$ cat config.mk
export PLATFORM = sky130hd
export DESIGN_NAME = dpll_lock_ctrl_flat
export DESIGN_NICKNAME = d
export VERILOG_FILES = /design/src/rtl/dpll_pkg.sv /design/src/rtl/dpll_lock_ctrl_if.sv /design/src/rtl/dpll_step_upd.sv /design/src/rtl/dpll_lock_ctrl.sv /design/src/flat_wrapper.sv
export SDC_FILE = /design/constraint.sdc
export NUM_CORES = 1
export LEC_CHECK = 0
export CORE_ASPECT_RATIO = 2
export CORE_MARGIN = 3
export CORE_UTILIZATION = 52
export CTS_CLUSTER_DIAMETER = 150
export DETAILED_ROUTE_END_ITERATION = 6
export PLACE_DENSITY = 0.87
export SLEW_MARGIN = 5
export SYNTH_ARGS = -nofsm -noshare
export SYNTH_HDL_FRONTEND = slang
export SYNTH_SLANG_ARGS = --single-unit
$ cat constraint.sdc
create_clock -name clk -period 4.3 [get_ports clk]
set_input_delay 0.86 -clock clk [delete_from_list [all_inputs] [get_ports clk]]
set_output_delay 0.86 -clock clk [all_outputs]
set_load 0.01 [all_outputs]
$ cat src/rtl/dpll_pkg.sv
// Shared constants for the DPLL lock controller: state encoding, loop defaults
// and a helper that turns a signed phase error into a saturated magnitude.
package dpll_pkg;

  localparam int PHASE_W = 16;

  localparam logic [1:0] ST_IDLE  = 2'd0;
  localparam logic [1:0] ST_ALIGN = 2'd1;
  localparam logic [1:0] ST_ACQ   = 2'd2;
  localparam logic [1:0] ST_LOCK  = 2'd3;

  localparam logic [PHASE_W-1:0] FREQ_INIT_DEF = 16'h0400;
  localparam logic [PHASE_W-1:0] STEP_MIN_DEF  = 16'h0040;
  localparam logic [PHASE_W-1:0] STEP_MAX_DEF  = 16'h4000;

  // The most negative error has no positive twin, so its magnitude pins at 32767.
  function automatic logic [PHASE_W-1:0] abs_sat(input logic signed [PHASE_W-1:0] e);
    if (e == 16'sh8000)  return 16'h7FFF;
    else if (e < 0)      return PHASE_W'(-e);
    else                 return PHASE_W'(e);
  endfunction

endpackage

$ cat src/rtl/dpll_lock_ctrl_if.sv
// Loop-side signals of the DPLL lock controller: reference and NCO phase in,
// NCO increment, accumulator clear and lock status out.
interface dpll_lock_ctrl_if;
  logic                         en;
  logic                         in;
  logic [dpll_pkg::PHASE_W-1:0] phase;
  logic [dpll_pkg::PHASE_W-1:0] step;
  logic                         nco_clr;
  logic                         locked;
  logic [1:0]                   state;

  modport master (output en, in, phase, input step, nco_clr, locked, state);
  modport slave  (input en, in, phase, output step, nco_clr, locked, state);
endinterface

$ cat src/rtl/dpll_step_upd.sv
// Combinational loop filter: subtract the gain-scaled phase error from the
// current increment and clamp the result into the legal NCO range.
module dpll_step_upd
  import dpll_pkg::*;
#(
  parameter logic [PHASE_W-1:0] STEP_MIN = STEP_MIN_DEF,
  parameter logic [PHASE_W-1:0] STEP_MAX = STEP_MAX_DEF
) (
  input  logic        [PHASE_W-1:0] step,
  input  logic signed [PHASE_W-1:0] err,
  input  logic        [3:0]         shift,
  output logic        [PHASE_W-1:0] step_next
);

  logic signed [PHASE_W-1:0] corr;
  logic signed [PHASE_W:0]   diff;

  // NOTE: every signal written here gets a value on every path, so no latch is inferred.
  always_comb begin
    corr      = err >>> shift;
    diff      = $signed({1'b0, step}) - $signed({corr[PHASE_W-1], corr});
    step_next = diff[PHASE_W-1:0];
    if (diff < $signed({1'b0, STEP_MIN}))      step_next = STEP_MIN;
    else if (diff > $signed({1'b0, STEP_MAX})) step_next = STEP_MAX;
  end

endmodule

$ cat src/rtl/dpll_lock_ctrl.sv
// DPLL lock controller: aligns the NCO to the first reference edge, then runs a
// two-gain loop (acquire / track) with lock qualification and edge-loss timeout.
module dpll_lock_ctrl
  import dpll_pkg::*;
#(
  parameter logic [PHASE_W-1:0] FREQ_INIT  = FREQ_INIT_DEF,
  parameter logic [PHASE_W-1:0] STEP_MIN   = STEP_MIN_DEF,
  parameter logic [PHASE_W-1:0] STEP_MAX   = STEP_MAX_DEF,
  parameter int                 KA_SHIFT   = 4,
  parameter int                 KT_SHIFT   = 8,
  parameter logic [PHASE_W-1:0] LOCK_THR   = 16'd512,
  parameter logic [PHASE_W-1:0] UNLOCK_THR = 16'd4096,
  parameter int                 LOCK_CNT   = 8,
  parameter logic [15:0]        TIMEOUT    = 16'hFFFF
) (
  input logic               clk,
  input logic               rst,
  dpll_lock_ctrl_if.slave   bus
);

  localparam int CNT_W = $clog2(LOCK_CNT + 1);

  logic [1:0]               state;
  logic                     in_d;
  logic [PHASE_W-1:0]       step;
  logic                     nco_clr;
  logic                     locked;
  logic [CNT_W-1:0]         good_cnt;
  logic [15:0]              tmo_cnt;

  logic                     ref_edge;
  logic signed [PHASE_W-1:0] err;
  logic [PHASE_W-1:0]       err_mag;
  logic [PHASE_W-1:0]       step_next;
  logic [CNT_W-1:0]         good_inc;
  logic [3:0]               shift;

  always_comb begin
    ref_edge = bus.in & ~in_d;
    err      = $signed(bus.phase);
    err_mag  = abs_sat(err);
    shift    = (state == ST_LOCK) ? 4'(KT_SHIFT) : 4'(KA_SHIFT);
    good_inc = (good_cnt == CNT_W'(LOCK_CNT)) ? good_cnt : good_cnt + 1'b1;
  end

  dpll_step_upd #(
    .STEP_MIN (STEP_MIN),
    .STEP_MAX (STEP_MAX)
  ) u_step_upd (
    .step      (step),
    .err       (err),
    .shift     (shift),
    .step_next (step_next)
  );

  // NOTE: all state registers use non-blocking assignments so every update sees pre-edge values.
  always_ff @(posedge clk or negedge rst) begin
    if (!rst) begin
      state    <= ST_IDLE;
      in_d     <= 1'b0;
      step     <= FREQ_INIT;
      nco_clr  <= 1'b0;
      locked   <= 1'b0;
      good_cnt <= '0;
      tmo_cnt  <= '0;
    end else begin
      in_d    <= bus.in;
      nco_clr <= 1'b0;
      if (!bus.en) begin
        // Disable outranks any edge, timeout or lock decision in the same cycle.
        state    <= ST_IDLE;
        step     <= FREQ_INIT;
        locked   <= 1'b0;
        good_cnt <= '0;
        tmo_cnt  <= '0;
      end else begin
        case (state)
          ST_IDLE: begin
            step    <= FREQ_INIT;
            tmo_cnt <= '0;
            state   <= ST_ALIGN;
          end
          ST_ALIGN: begin
            if (ref_edge) begin
              nco_clr  <= 1'b1;
              good_cnt <= '0;
              tmo_cnt  <= '0;
              state    <= ST_ACQ;
            end else if (tmo_cnt != TIMEOUT) begin
              tmo_cnt <= tmo_cnt + 1'b1;
            end
          end
          ST_ACQ: begin
            if (ref_edge) begin
              step    <= step_next;
              tmo_cnt <= '0;
              if (err_mag < LOCK_THR) begin
                good_cnt <= good_inc;
                if (good_inc == CNT_W'(LOCK_CNT)) begin
                  state  <= ST_LOCK;
                  locked <= 1'b1;
                end
              end else begin
                good_cnt <= '0;
              end
            end else if (tmo_cnt == TIMEOUT) begin
              state   <= ST_ALIGN;
              locked  <= 1'b0;
              tmo_cnt <= '0;
            end else begin
              tmo_cnt <= tmo_cnt + 1'b1;
            end
          end
          default: begin // ST_LOCK
            if (ref_edge) begin
              step    <= step_next;
              tmo_cnt <= '0;
              if (err_mag >= UNLOCK_THR) begin
                state    <= ST_ACQ;
                locked   <= 1'b0;
                good_cnt <= '0;
              end else begin
                good_cnt <= good_inc;
              end
            end else if (tmo_cnt == TIMEOUT) begin
              state   <= ST_ALIGN;
              locked  <= 1'b0;
              tmo_cnt <= '0;
            end else begin
              tmo_cnt <= tmo_cnt + 1'b1;
            end
          end
        endcase
      end
    end
  end

  assign bus.state   = state;
  assign bus.step    = step;
  assign bus.nco_clr = nco_clr;
  assign bus.locked  = locked;

endmodule

$ cat src/flat_wrapper.sv
// flat-port wrapper written by rule: the top's interface ports become plain ports
module dpll_lock_ctrl_flat import dpll_pkg::*;
#(
  parameter logic [PHASE_W-1:0] FREQ_INIT  = FREQ_INIT_DEF,
  parameter logic [PHASE_W-1:0] STEP_MIN   = STEP_MIN_DEF,
  parameter logic [PHASE_W-1:0] STEP_MAX   = STEP_MAX_DEF,
  parameter int                 KA_SHIFT   = 4,
  parameter int                 KT_SHIFT   = 8,
  parameter logic [PHASE_W-1:0] LOCK_THR   = 16'd512,
  parameter logic [PHASE_W-1:0] UNLOCK_THR = 16'd4096,
  parameter int                 LOCK_CNT   = 8,
  parameter logic [15:0]        TIMEOUT    = 16'hFFFF
)
  (clk, rst, bus_en, bus_in, bus_phase, bus_step, bus_nco_clr, bus_locked, bus_state);
  dpll_lock_ctrl_if bus_i ();
  input logic clk;
  input logic rst;
  input wire logic [$bits(bus_i.en)-1:0] bus_en;
  input wire logic [$bits(bus_i.in)-1:0] bus_in;
  input wire logic [$bits(bus_i.phase)-1:0] bus_phase;
  output wire logic [$bits(bus_i.step)-1:0] bus_step;
  output wire logic [$bits(bus_i.nco_clr)-1:0] bus_nco_clr;
  output wire logic [$bits(bus_i.locked)-1:0] bus_locked;
  output wire logic [$bits(bus_i.state)-1:0] bus_state;
  assign bus_i.en = bus_en;
  assign bus_i.in = bus_in;
  assign bus_i.phase = bus_phase;
  assign bus_step = bus_i.step;
  assign bus_nco_clr = bus_i.nco_clr;
  assign bus_locked = bus_i.locked;
  assign bus_state = bus_i.state;
  dpll_lock_ctrl #(.FREQ_INIT(FREQ_INIT), .STEP_MIN(STEP_MIN), .STEP_MAX(STEP_MAX), .KA_SHIFT(KA_SHIFT), .KT_SHIFT(KT_SHIFT), .LOCK_THR(LOCK_THR), .UNLOCK_THR(UNLOCK_THR), .LOCK_CNT(LOCK_CNT), .TIMEOUT(TIMEOUT)) u_core (.clk(clk), .rst(rst), .bus(bus_i));
endmodule
==> metrics.md, run 1 <==
| Metric | Value |
|---|---|
| Hold crit path type | reg -> reg |
| Antenna diodes | 0 |
| Fillers | 407 |
| Avg WL per Cell | ~21 microns |
| Die footprint | 7810 sq um |
| Detailed-route DRC error count | 0 |
| Longest Clk Path Bufs | 2 |
| Die Wd | about 64 microns |
| FMAX | ~0.23 GHz |
| Vias per std cell | between 6 and 7 |
| R2R cell count | 18 |
| Final Hold Viols | 0 |
| Worst hold path depth | 2 |
| Number of global-route vias before repair | between 3000 and 4000 |
| DP Wirelength | between 8000 and 9000 microns |
| Synth area leaders | dfrtp_1, ha_1, nand2_1 |
| Final Cycle Share | 1.03 |
| CTS tree | built |
| Setup CP Type | in -> reg |
| Effective utilization at floorplan | 0.546 |
| Total Nets Final | 556 |
| Status | finished with violations |
| Cell taking the most area after synthesis | dfrtp_1 |
| P_int | 1220 uW |
| Busiest grt layer | met2 |
| FF-to-FF setup slack | -0.08 ns |
| Sw power | 802 uW |
| Site Rows | 41 |
| Min setup slack post-route | -0.132 ns |
| Tmin final | 4.43 ns |
| Post-synthesis cell type count | 58 |
| GRT Residual Overflow | 0 |
| Core Footprint | around 6400 sq um |
| Synth top cells by count | nand2_1, dfrtp_1, nor2_1, o21ai_0 |
| Yosys warning total | 0 |
| Setup violators final | 9 |
| Pre-CTS setup slack | -0.495 ns |
| Clk_lat worst skew | approximately 0.30 ns |
| GR Util met3 | 0.0443 |
| Clk root buf | clkbuf_16 |
| DRT Wirelength | 12500 microns |
| Clk sink count | roughly 40 |
| Port buffer count | 39 |
| Total power | about 2000 uW |
| GRT Total Usage | 0.301 |
| WHS | about 0.53 ns |
| Violation count after the first detailed-routing iteration | between 300 and 400 |
| Netlist Area Pre-Place | about 3500 sq um |
| Sequential element share of the synthesized area | 0.294 |
| Post-synth EDFFs | 0 |
| Final slew viol count | 0 |
| Failing checks | setup timing |
| CTS Buf Count | 5 |
| Endpoint class of the critical path | register |
| Skew final | between 0.01 and 0.015 ns |
| Clock share of power | 0.245 |
| Synthesized Nets | ~460 |
| R2r startpoint | u_core.bus.state[0] |
| Gate count after technology mapping | 410 |
| IO Pins | 40 |
| Sw Share | 0.396 |
| CTS clock-pin slew for the worst setup and hold paths | approximately 0.060 ns |
| First-pass GRT wire length | roughly 18000 microns |
| Hold_sp | u_core.bus.step[14] |
| Comb power frac | 0.545 |
| Antenna violations before repair | 0 |
| Max_cap viols | 0 |
| Synth-to-Final Area Change | 40.0% |
| CP Launch Type | input pin |
| Final ANT Viol Nets | 0 |
| Top cell type's share of synthesized area | 0.286 |
| M1 GR Usage | 0.292 |
| Pleak | roughly 0.0022 uW |
| WP data required | between 4 and 5 ns |
| Average cell area after synthesis | between 8 and 9 sq um |
| Vert. Die Dim | roughly 120 microns |
| Reg-to-Reg End | u_core.bus.step[12] |
| Top-count cell post-synth | nand2_1 |
| Share of cells above drive strength 1 | 0.262 |
| Worst rel slew slack | 0.322 |
| CP arrival | 4.60 ns |
| Worst Max-Slew Pin Slew | between 1 and 1.5 ns |
| Htree depth | 2 |
| Largest net degree at the start of global routing | 42 |
| Gpl congestion | ~0.92 |
| Prevailing post-synth register cell | dfrtp_1 |
| WHS Endpoint | u_core.bus.step[14] |
| Worst Path Max Fanout | 5 |
| Peak supply drop | between 300 and 400 uV |
| Synthesized flop and latch total | 41 |
| Vias | roughly 3900 |
| Pwr/cell area | 413 nW/um^2 |
| Asr flop ratio synth | 1.00 |
| Seq pwr share | 0.210 |
| GR Util met2 | 0.533 |
| 1st-pass router iterations | 5 |
[layout by cell type, fill, tap and decap left out, types with 5 or more instances in the layout]
cell	n
buf_4	70
nand2_1	40
dfrtp_1	40
nor2_1	32
clkdlybuf4s50_1	28
o21ai_0	25
a21oi_1	21
nand3_1	19
ha_1	19
inv_1	16
xor2_1	13
nand4_1	11
nor3_1	10
xnor2_1	9
o211ai_1	7
o41ai_2	7
dlymetal6s2s_1	7
a31oi_1	6
mux2_2	6
and3_1	6
o21a_1	6
nor4_1	5
clkbuf_16	5
[power groups by stage]
| stage | Combinational, uW | Sequential, uW | Clock (uW) |
|---|---|---|---|
| 2_1_floorplan | 520 | 441 | 0 |
| 3_3_place_gp | 886 | 429 | 0 |
| 3_5_place_dp | 910 | 430 | 0 |
| 4_1_cts | 960 | 423 | 500 |
| 5_1_grt | 1170 | 426 | 521 |
| 6_report | 1100 | 425 | 496 |
[cell type report]
type	instances	area, sq um	area share
Tap cell	86	108	0.0220
Timing Repair Buffer	110	937	0.191
Clock buffer	5	125	0.0255
Clock inverter	3	68.8	0.0140
Sequential cell	41	1030	0.210
Multi-Input combinational cell	335	2570	0.524
Inverter	17	63.8	0.0130
[flip-flops by register name, summed over array words and instances, names as in the netlist]
name,flops
u_core.bus.state,2
u_core.bus.locked,1
u_core.good_cnt,4
u_core.bus.nco_clr,1
u_core.bus.step,16
u_core.in_d,1
u_core.tmo_cnt,16
[metal layers]
metal	routed length, microns	share of wire
met1	4280	0.34
met2	6710	0.54
met3	602	0.048
met4	877	0.070
met5	0	0
[kinds of logic (layout without fill, tap and decap cells)]
family,count (synthesis),count (layout),share of synthesized area
AND/OR/NAND/NOR,152,152,0.220
XOR/XNOR,23,23,0.0576
multiplexers,13,14,0.0415
flip-flops,41,41,0.294
AO/OA/AOI/OAI,120,120,0.255
adder cells (fa/ha/maj),26,26,0.0951
buffers and inverters,35,135,0.0383
[stage by stage]
step	cell area (sq um)	utilization	setup TNS, ns	std cells
2_1_floorplan	3500	-	0	410
3_3_place_gp	4380	0.683	-3.55	578
3_5_place_dp	4380	0.683	-5.48	578
4_1_cts	4670	0.728	0	593
5_1_grt	4900	0.764	-0.852	597
6_report	4900	0.764	-0.449	597
[how the worst max path moves through the flow]
stage	from	end	slack, ns	cells after the start
detailed placement	bus_phase[12]	u_core.bus.step[11]	-0.49	15
global route	u_core.bus.state[1]	u_core.bus.step[12]	-0.19	17
global placement	bus_phase[12]	u_core.bus.step[8]	-0.32	15
floorplan	bus_phase[15]	u_core.bus.step[11]	0.16	15
CTS	bus_phase[1]	u_core.bus.step[11]	0.02	15
finish	bus_phase[14]	u_core.bus.step[12]	-0.13	14
[critical path, stage by stage]
cell and delay, ns:
clkdlybuf4s50_1 0.49, mux2_2 0.32, o21ai_2 0.21, ha_4 0.26
a21o_1 0.22, buf_4 0.14, buf_4 0.12, a21oi_1 0.16
xor2_1 0.21, nand4_1 0.13, nor3_1 0.46, nand2_1 0.23
mux2_4 0.38, o41ai_2 0.41
[timing repair]
item,4_1_cts,5_1_grt
endpoints found under the setup margin,10,12
hold buffers,0,0
gates cloned,1,0
pin swaps,12,16
setup buffers,6,4
resized for setup,15,41
(Power assumes the default switching activity.)
==> inputs of run 2 (changes only) <==
--- a/config.mk
+++ b/config.mk
@@ -7,10 +7,10 @@
 export LEC_CHECK = 0
 export CORE_ASPECT_RATIO = 2
 export CORE_MARGIN = 3
-export CORE_UTILIZATION = 52
+export CORE_UTILIZATION = 57
 export CTS_CLUSTER_DIAMETER = 150
 export DETAILED_ROUTE_END_ITERATION = 6
-export PLACE_DENSITY = 0.87
+export PLACE_DENSITY = 0.9
 export SLEW_MARGIN = 5
 export SYNTH_ARGS = -nofsm -noshare
 export SYNTH_HDL_FRONTEND = slang
==> constraint.sdc (replaced) <==
create_clock -name clk -period 4.1 [get_ports clk]
set_input_delay 0.82 -clock clk [delete_from_list [all_inputs] [get_ports clk]]
set_output_delay 0.82 -clock clk [all_outputs]
set_load 0.01 [all_outputs]
==> run 2 against run 1 <==
  * The flow still finishes with violations (setup timing)
  * Clock skew is 0.0014 ns higher
  * Sequential cell count stayed put
  * Power is 5.0% higher
  * Global-route usage is 7.9 points higher
  * Cell count is 1.0% lower
  * Wire length is 14% higher
  * Register-to-register slack hardly changed
  * Sequential share of layout area is 0.25 points lower
  * Largest cell class unchanged
  * Utilization is 9.2 points higher
  * Clock power is 19% lower
==> metrics.md, run 2 (synthesis results as in run 1) <==
| Metric | Value |
|---|---|
| Status | finished with violations |
| Failing checks | setup timing |
| WP depth | 13 |
| Effective utilization at floorplan | 0.603 |
| FMAX | around 0.23 GHz |
| Port buffer count | 39 |
| Worst rel slew slack | 0.295 |
| Largest net degree at the start of global routing | 42 |
| Final slew viol count | 0 |
| DP Wirelength | 8700 microns |
| Critical path, cell by cell | clkdlybuf4s50_1, mux2_2, o21ai_2, ha_2, a21o_1, a221oi_4, xnor2_2, nor3_2, nand3_2, nor4b_4, mux2_4, buf_6, o41ai_4 |
| Skew final | 0.0140 ns |
| Tmin final | between 4 and 5 ns |
| Worst Max-Slew Pin Slew | roughly 1.1 ns |
| Gpl congestion | 1.01 |
| Sw power | between 900 and 1000 uW |
| RSZ-0062 raised after global routing | yes |
| Sw Share | 0.427 |
| Commonest non-fill, non-tap cell in the layout | buf_4 |
| Setup violators final | 10 |
| Commonest non-fill, non-tap cells in the layout | buf_4, nand2_1, dfrtp_1, nor2_1, clkdlybuf4s50_1 |
| Core Footprint | 5810 sq um |
| Share of cells above drive strength 1 | 0.309 |
| Min setup slack post-route | -0.165 ns |
| Clk sink count | 41 |
| GRT Total Usage | 0.380 |
| Longest Clk Path Bufs | 2 |
| Synth-to-Final Area Change | 42.0% |
| Total power | between 2000 and 2500 uW |
| GRT Residual Overflow | 0 |
| Avg WL per Cell | between 20 and 25 microns |
| Total Nets Final | about 580 |
| CTS clock-pin slew for the worst setup and hold paths | roughly 0.07 ns |
| Peak supply drop | between 300 and 400 uV |
| Seq pwr share | 0.215 |
| Max_cap viols | 0 |
| Critical path's top delay family | compound AO/OA/AOI/OAI gates |
| Detailed-route DRC error count | 0 |
| WP data required | around 4.3 ns |
| Violation count after the first detailed-routing iteration | between 500 and 600 |
| CP Launch Type | input pin |
| Clock share of power | 0.188 |
| Die footprint | 7170 sq um |
| Multi-input logic area | between 2000 and 3000 sq um |
| Vias per std cell | a little over 7 |
| P_int | 1220 uW |
| Final ANT Viol Nets | 0 |
| Finished Layout Cells | roughly 590 |
| Worst hold path depth | 2 |
| Pwr/cell area | ~430 nW/um^2 |
| CP arrival | between 4 and 5 ns |
| CTS Buf Count | 5 |
| Vias | 4223 |
| Antenna diodes | 0 |
| Hold_sp | u_core.bus.step[14] |
| Clk root buf | clkbuf_16 |
| 1st-pass router iterations | 5 |
| Crit path buffers/inverters | 2 |
| Final Cycle Share | 1.04 |
| R2r startpoint | u_core.bus.state[1] |
| First-pass GRT wire length | 20300 microns |
| Clk_lat worst skew | around 0.3 ns |
| CP max stage cell | clkdlybuf4s50_1 |
| Site Rows | 39 |
| Setup CP Type | in -> reg |
| Hold crit path type | reg -> reg |
| R2R cell count | 18 |
| Final Hold Viols | 0 |
| DRT Wirelength | about 14000 microns |
| Endpoint class of the critical path | register |
| IO Pins | 40 |
| Die Wd | 61.4 microns |
| Htree depth | 2 |
| Sequential cell area | 1030 sq um |
| TNS Setup | -0.828 ns |
| Vert. Die Dim | 117 microns |
| Number of global-route vias before repair | 4156 |
| Pre-CTS setup slack | -0.500 ns |
| Crit-path max cell delay | 0.49 ns |
| Worst Path Max Fanout | 5 |
| Largest regs | u_core.bus.step x16, u_core.tmo_cnt x16, u_core.good_cnt x4 |
| CTS tree | built |
| Antenna violations before repair | 0 |
| Comb power frac | 0.597 |
| Fillers | 298 |
| WHS | about 0.53 ns |
| Placed cells | 564 |
| Setup crit start | bus_phase[6] |
| Pleak | 0.00225 uW |
[run 2: per-stage QoR]
stage / cell area [sq um] / utilization
6_report: 4970 / 0.856
3_5_place_dp: 4430 / 0.763
2_1_floorplan: 3500 / -
3_3_place_gp: 4430 / 0.763
4_1_cts: 4690 / 0.807
5_1_grt: 4970 / 0.856
[run 2: area by class of cell]
| class | instances | share of cell area |
|---|---|---|
| Multi-Input combinational cell | 335 | 0.520 |
| Timing Repair Buffer | 129 | 0.216 |
| Sequential cell | 41 | 0.207 |
| Clock buffer | 5 | 0.0252 |
| Tap cell | 61 | 0.0154 |
| Inverter | 17 | 0.0128 |
| Clock inverter | 3 | 0.00353 |
[run 2: timing repair]
item / in CTS / in global routing
setup buffers: 4 / 14
cloned: 1 / 0
setup endpoints to repair: 13 / 15
resized for setup: 23 / 49
pin swaps: 17 / 21
hold buffers: 0 / 0
[run 2: path summary, 6_finish.rpt]
kind | slack [ns] | end
worst max-delay path | -0.17 | u_core.bus.step[8]
worst max register to register | -0.09 | u_core.bus.step[8]
worst min-delay path | 0.53 | u_core.bus.step[14]
min in group asynchronous | 0.68 | u_core.bus.step[5]
worst min register to register | 0.53 | u_core.bus.step[14]
max in group asynchronous | 2.75 | u_core.bus.state[0]
[run 2: layer usage]
layer | GRT usage | vias up | wire length, microns
li1 | - | 1777 | -
met1 | 0.372 | 2013 | 4590
met2 | 0.663 | 301 | 7340
met3 | 0.104 | 132 | 981
met4 | 0.255 | 0 | 1300
met5 | 0 | - | 0
[run 2: power groups by stage]
stage / logic (uW) / clock network [uW] / registers (uW)
2_1_floorplan: 546 / 0 / 463
3_3_place_gp: 950 / 0 / 454
3_5_place_dp: 969 / 0 / 456
4_1_cts: 1040 / 395 / 448
5_1_grt: 1330 / 427 / 457
6_report: 1270 / 400 / 456
[run 2: tightest hold or removal path, delay by kind of cell (launching register included)]
kind / cells / cell delay (ns)
simple gates: 1 / 0.05
flops: 1 / 0.37
compound gates: 1 / 0.07
==> inputs of run 3 (changes only) <==
--- a/config.mk
+++ b/config.mk
@@ -8,7 +8,6 @@
 export CORE_ASPECT_RATIO = 2
 export CORE_MARGIN = 3
 export CORE_UTILIZATION = 57
-export CTS_CLUSTER_DIAMETER = 150
 export DETAILED_ROUTE_END_ITERATION = 6
 export PLACE_DENSITY = 0.9
 export SLEW_MARGIN = 5
==> constraint.sdc (replaced) <==
create_clock -name clk -period 4.1 [get_ports clk]
set_input_delay 0.615 -clock clk [delete_from_list [all_inputs] [get_ports clk]]
set_output_delay 0.615 -clock clk [all_outputs]
set_load 0.01 [all_outputs]
==> run 3 against run 2 <==
  * The run now ends clean
  * Setup slack gained 0.22 ns
  * Non-clock buffer count decreased by 28
  * Cell area fell by 6.2%
  * Cell count fell by 4.7%
  * Combinational power fell by 15%
  * Sequential power fell by 1%
  * Clock power is 18% higher
  * Via count is 9.0% lower
  * First-iteration DRC count down 55%
  * Power shrank 5.8%
  * Count of clock-buffer cells in the layout rose by 2
  * Utilization is 5.3 points lower
  * Critical endpoint is now u_core.bus.step[0]
  * Largest cell class unchanged
  * Largest power group unchanged
  * Highest routed layer unchanged
==> metrics.md, run 3 (synthesis results as in run 1) <==
| Metric | Value |
|---|---|
| Die Wd | between 60 and 70 microns |
| Status | finished, final reports clean |
| Worst Max-Slew Pin Slew | a little under 1 ns |
| CP Launch Type | input pin |
| GRT Total Usage | 0.359 |
| Setup violators final | 0 |
| Avg WL per Cell | ~21 microns |
| CTS clock-pin slew for the worst setup and hold paths | approximately 0.06 ns |
| Skew final | 0.00595 ns |
| Final ANT Viol Nets | 0 |
| Clk sink count | 41 |
| FF-to-FF setup slack | 0.10 ns |
| Pre-CTS setup slack | -0.301 ns |
| Final Cycle Share | 0.986 |
| First-pass GRT wire length | ~19000 microns |
| Site Rows | 39 |
| Longest Clk Path Bufs | 2 |
| CTS tree | built |
| R2R cell count | 15 |
| CP arrival | around 4.2 ns |
| R2r startpoint | u_core.bus.state[0] |
| Pleak | around 0.0020 uW |
| Pwr/cell area | approximately 430 nW/um^2 |
| Final Hold Viols | 0 |
| Endpoint class of the critical path | register |
| Worst Path Max Fanout | 5 |
| DP Wirelength | ~8400 microns |
| Hold crit path type | in -> async |
| 1st-pass router iterations | 5 |
| Clk_lat worst skew | 0.29 ns |
| Share of cells above drive strength 1 | 0.225 |
| Setup CP Type | in -> reg |
| Synth-to-Final Area Change | 33.1% |
| Critical path, cell by cell | clkdlybuf4s50_1, mux2_2, o21ai_1, ha_1, nor2b_1, o2111ai_1, and2_1, o311a_1, nand3_2, nor4b_4, mux2_4, o41ai_2 |
| CP max stage cell | clkdlybuf4s50_1 |
| Tmin final | 4.04 ns |
| Min setup slack post-route | just under 0.06 ns |
| Violation count after the first detailed-routing iteration | between 200 and 250 |
| Vias | 3841 |
| FMAX | 0.247 GHz |
| Port buffer count | 39 |
| DRT Wirelength | 12100 microns |
| CTS Buf Count | 5 |
| Die footprint | slightly above 7000 sq um |
| Max_cap viols | 0 |
| Antenna diodes | 0 |
| Vias per std cell | slightly below 7 |
| Crit-path max cell delay | between 0.4 and 0.5 ns |
| Htree depth | 2 |
| Clk root buf | clkbuf_16 |
| Worst rel slew slack | 0.352 |
| Total Nets Final | between 500 and 600 |
| Cell Area, Placed | around 4300 sq um |
| Commonest non-fill, non-tap cells in the layout | buf_4, nand2_1, dfrtp_1, clkdlybuf4s50_1, nor2_1 |
| Detailed-route DRC error count | 0 |
| Post-route design area | 4660 sq um |
| Largest regs | u_core.bus.step x16, u_core.tmo_cnt x16, u_core.good_cnt x4 |
| Effective utilization at floorplan | 0.603 |
| Gpl congestion | approximately 1.0 |
| Number of global-route vias before repair | between 3000 and 4000 |
| Vert. Die Dim | between 100 and 150 microns |
| Finished Layout Cells | 563 |
| Antenna violations before repair | 0 |
| Largest net degree at the start of global routing | 42 |
| Commonest non-fill, non-tap cell in the layout | buf_4 |
| Placed cells | 550 |
| Core Footprint | slightly below 6000 sq um |
| IO Pins | 40 |
| Reg-to-Reg End | u_core.bus.step[0] |
| GRT Residual Overflow | 0 |
| Peak supply drop | roughly 430 uV |
| WP data required | 4.29 ns |
| Final slew viol count | 0 |
## run 3: repair_timing
| action | in CTS | in global routing |
|---|---|---|
| endpoints found under the hold margin | 0 | 0 |
| resized for setup | 2 | 22 |
| buffers inserted | 0 | 4 |
| endpoints found under the setup margin | 9 | 14 |
| hold buffers | 0 | 0 |
| gates cloned | 0 | 1 |
| pin swaps | 0 | 12 |
## run 3: worst max path at each step
stage,start,endpoint,slack (ns),cells after the start
after floorplan,u_core.bus.state[0],u_core.bus.step[11],0.01,13
after detailed placement,bus_phase[12],u_core.bus.step[8],-0.30,15
after CTS,bus_phase[12],u_core.bus.step[0],0.04,15
after global routing,u_core.bus.state[0],u_core.bus.step[5],-0.17,16
final,bus_phase[13],u_core.bus.step[0],0.06,12
after global placement,bus_phase[12],u_core.bus.step[11],-0.20,15
## run 3: area by class of cell
type	count	area (sq um)
Multi-Input combinational cell	335	2460
Fill cell	340	1150
Sequential cell	41	1030
Timing Repair Buffer	101	860
Clock buffer	7	143
Tap cell	61	76.3
Inverter	17	63.8
Clock inverter	1	30.0
## run 3: worst max-delay path, delay by kind of cell
kind	cells	cell delay, ns
adder cells (fa/ha/maj)	1	0.30
AND/OR/NAND/NOR	4	0.95
multiplexers	2	0.70
AO/OA/AOI/OAI	4	1.23
buffers and inverters	1	0.42
## run 3: routing by layer
layer,part of all wire,track usage,vias to the layer above
li1,-,-,1719
met1,0.32,0.321,1814
met2,0.55,0.641,219
met3,0.062,0.128,89
met4,0.071,0.234,0
met5,0,0,-
## run 3: metrics by stage
step | total power, uW | utilization | hold slack [ns] | setup TNS, ns
4_1_cts | 1880 | 0.777 | 0.501 | 0
6_report | 2000 | 0.802 | 0.481 | 0
3_3_place_gp | 1370 | 0.745 | 0.501 | -2.16
2_1_floorplan | 1010 | - | 0.319 | 0
5_1_grt | 2100 | 0.802 | 0.518 | -0.778
3_5_place_dp | 1400 | 0.745 | 0.507 | -3.22
## run 3: report_power, final
| group | total (uW) | switching (uW) | internal [uW] | leakage, uW |
|---|---|---|---|---|
| clock | 472 | 167 | 304 | 0.0000841 |
| combinational | 1080 | 604 | 475 | 0.00138 |
| sequential | 451 | 24.7 | 427 | 0.000562 |
| total | 2000 | 796 | 1210 | 0.00203 |
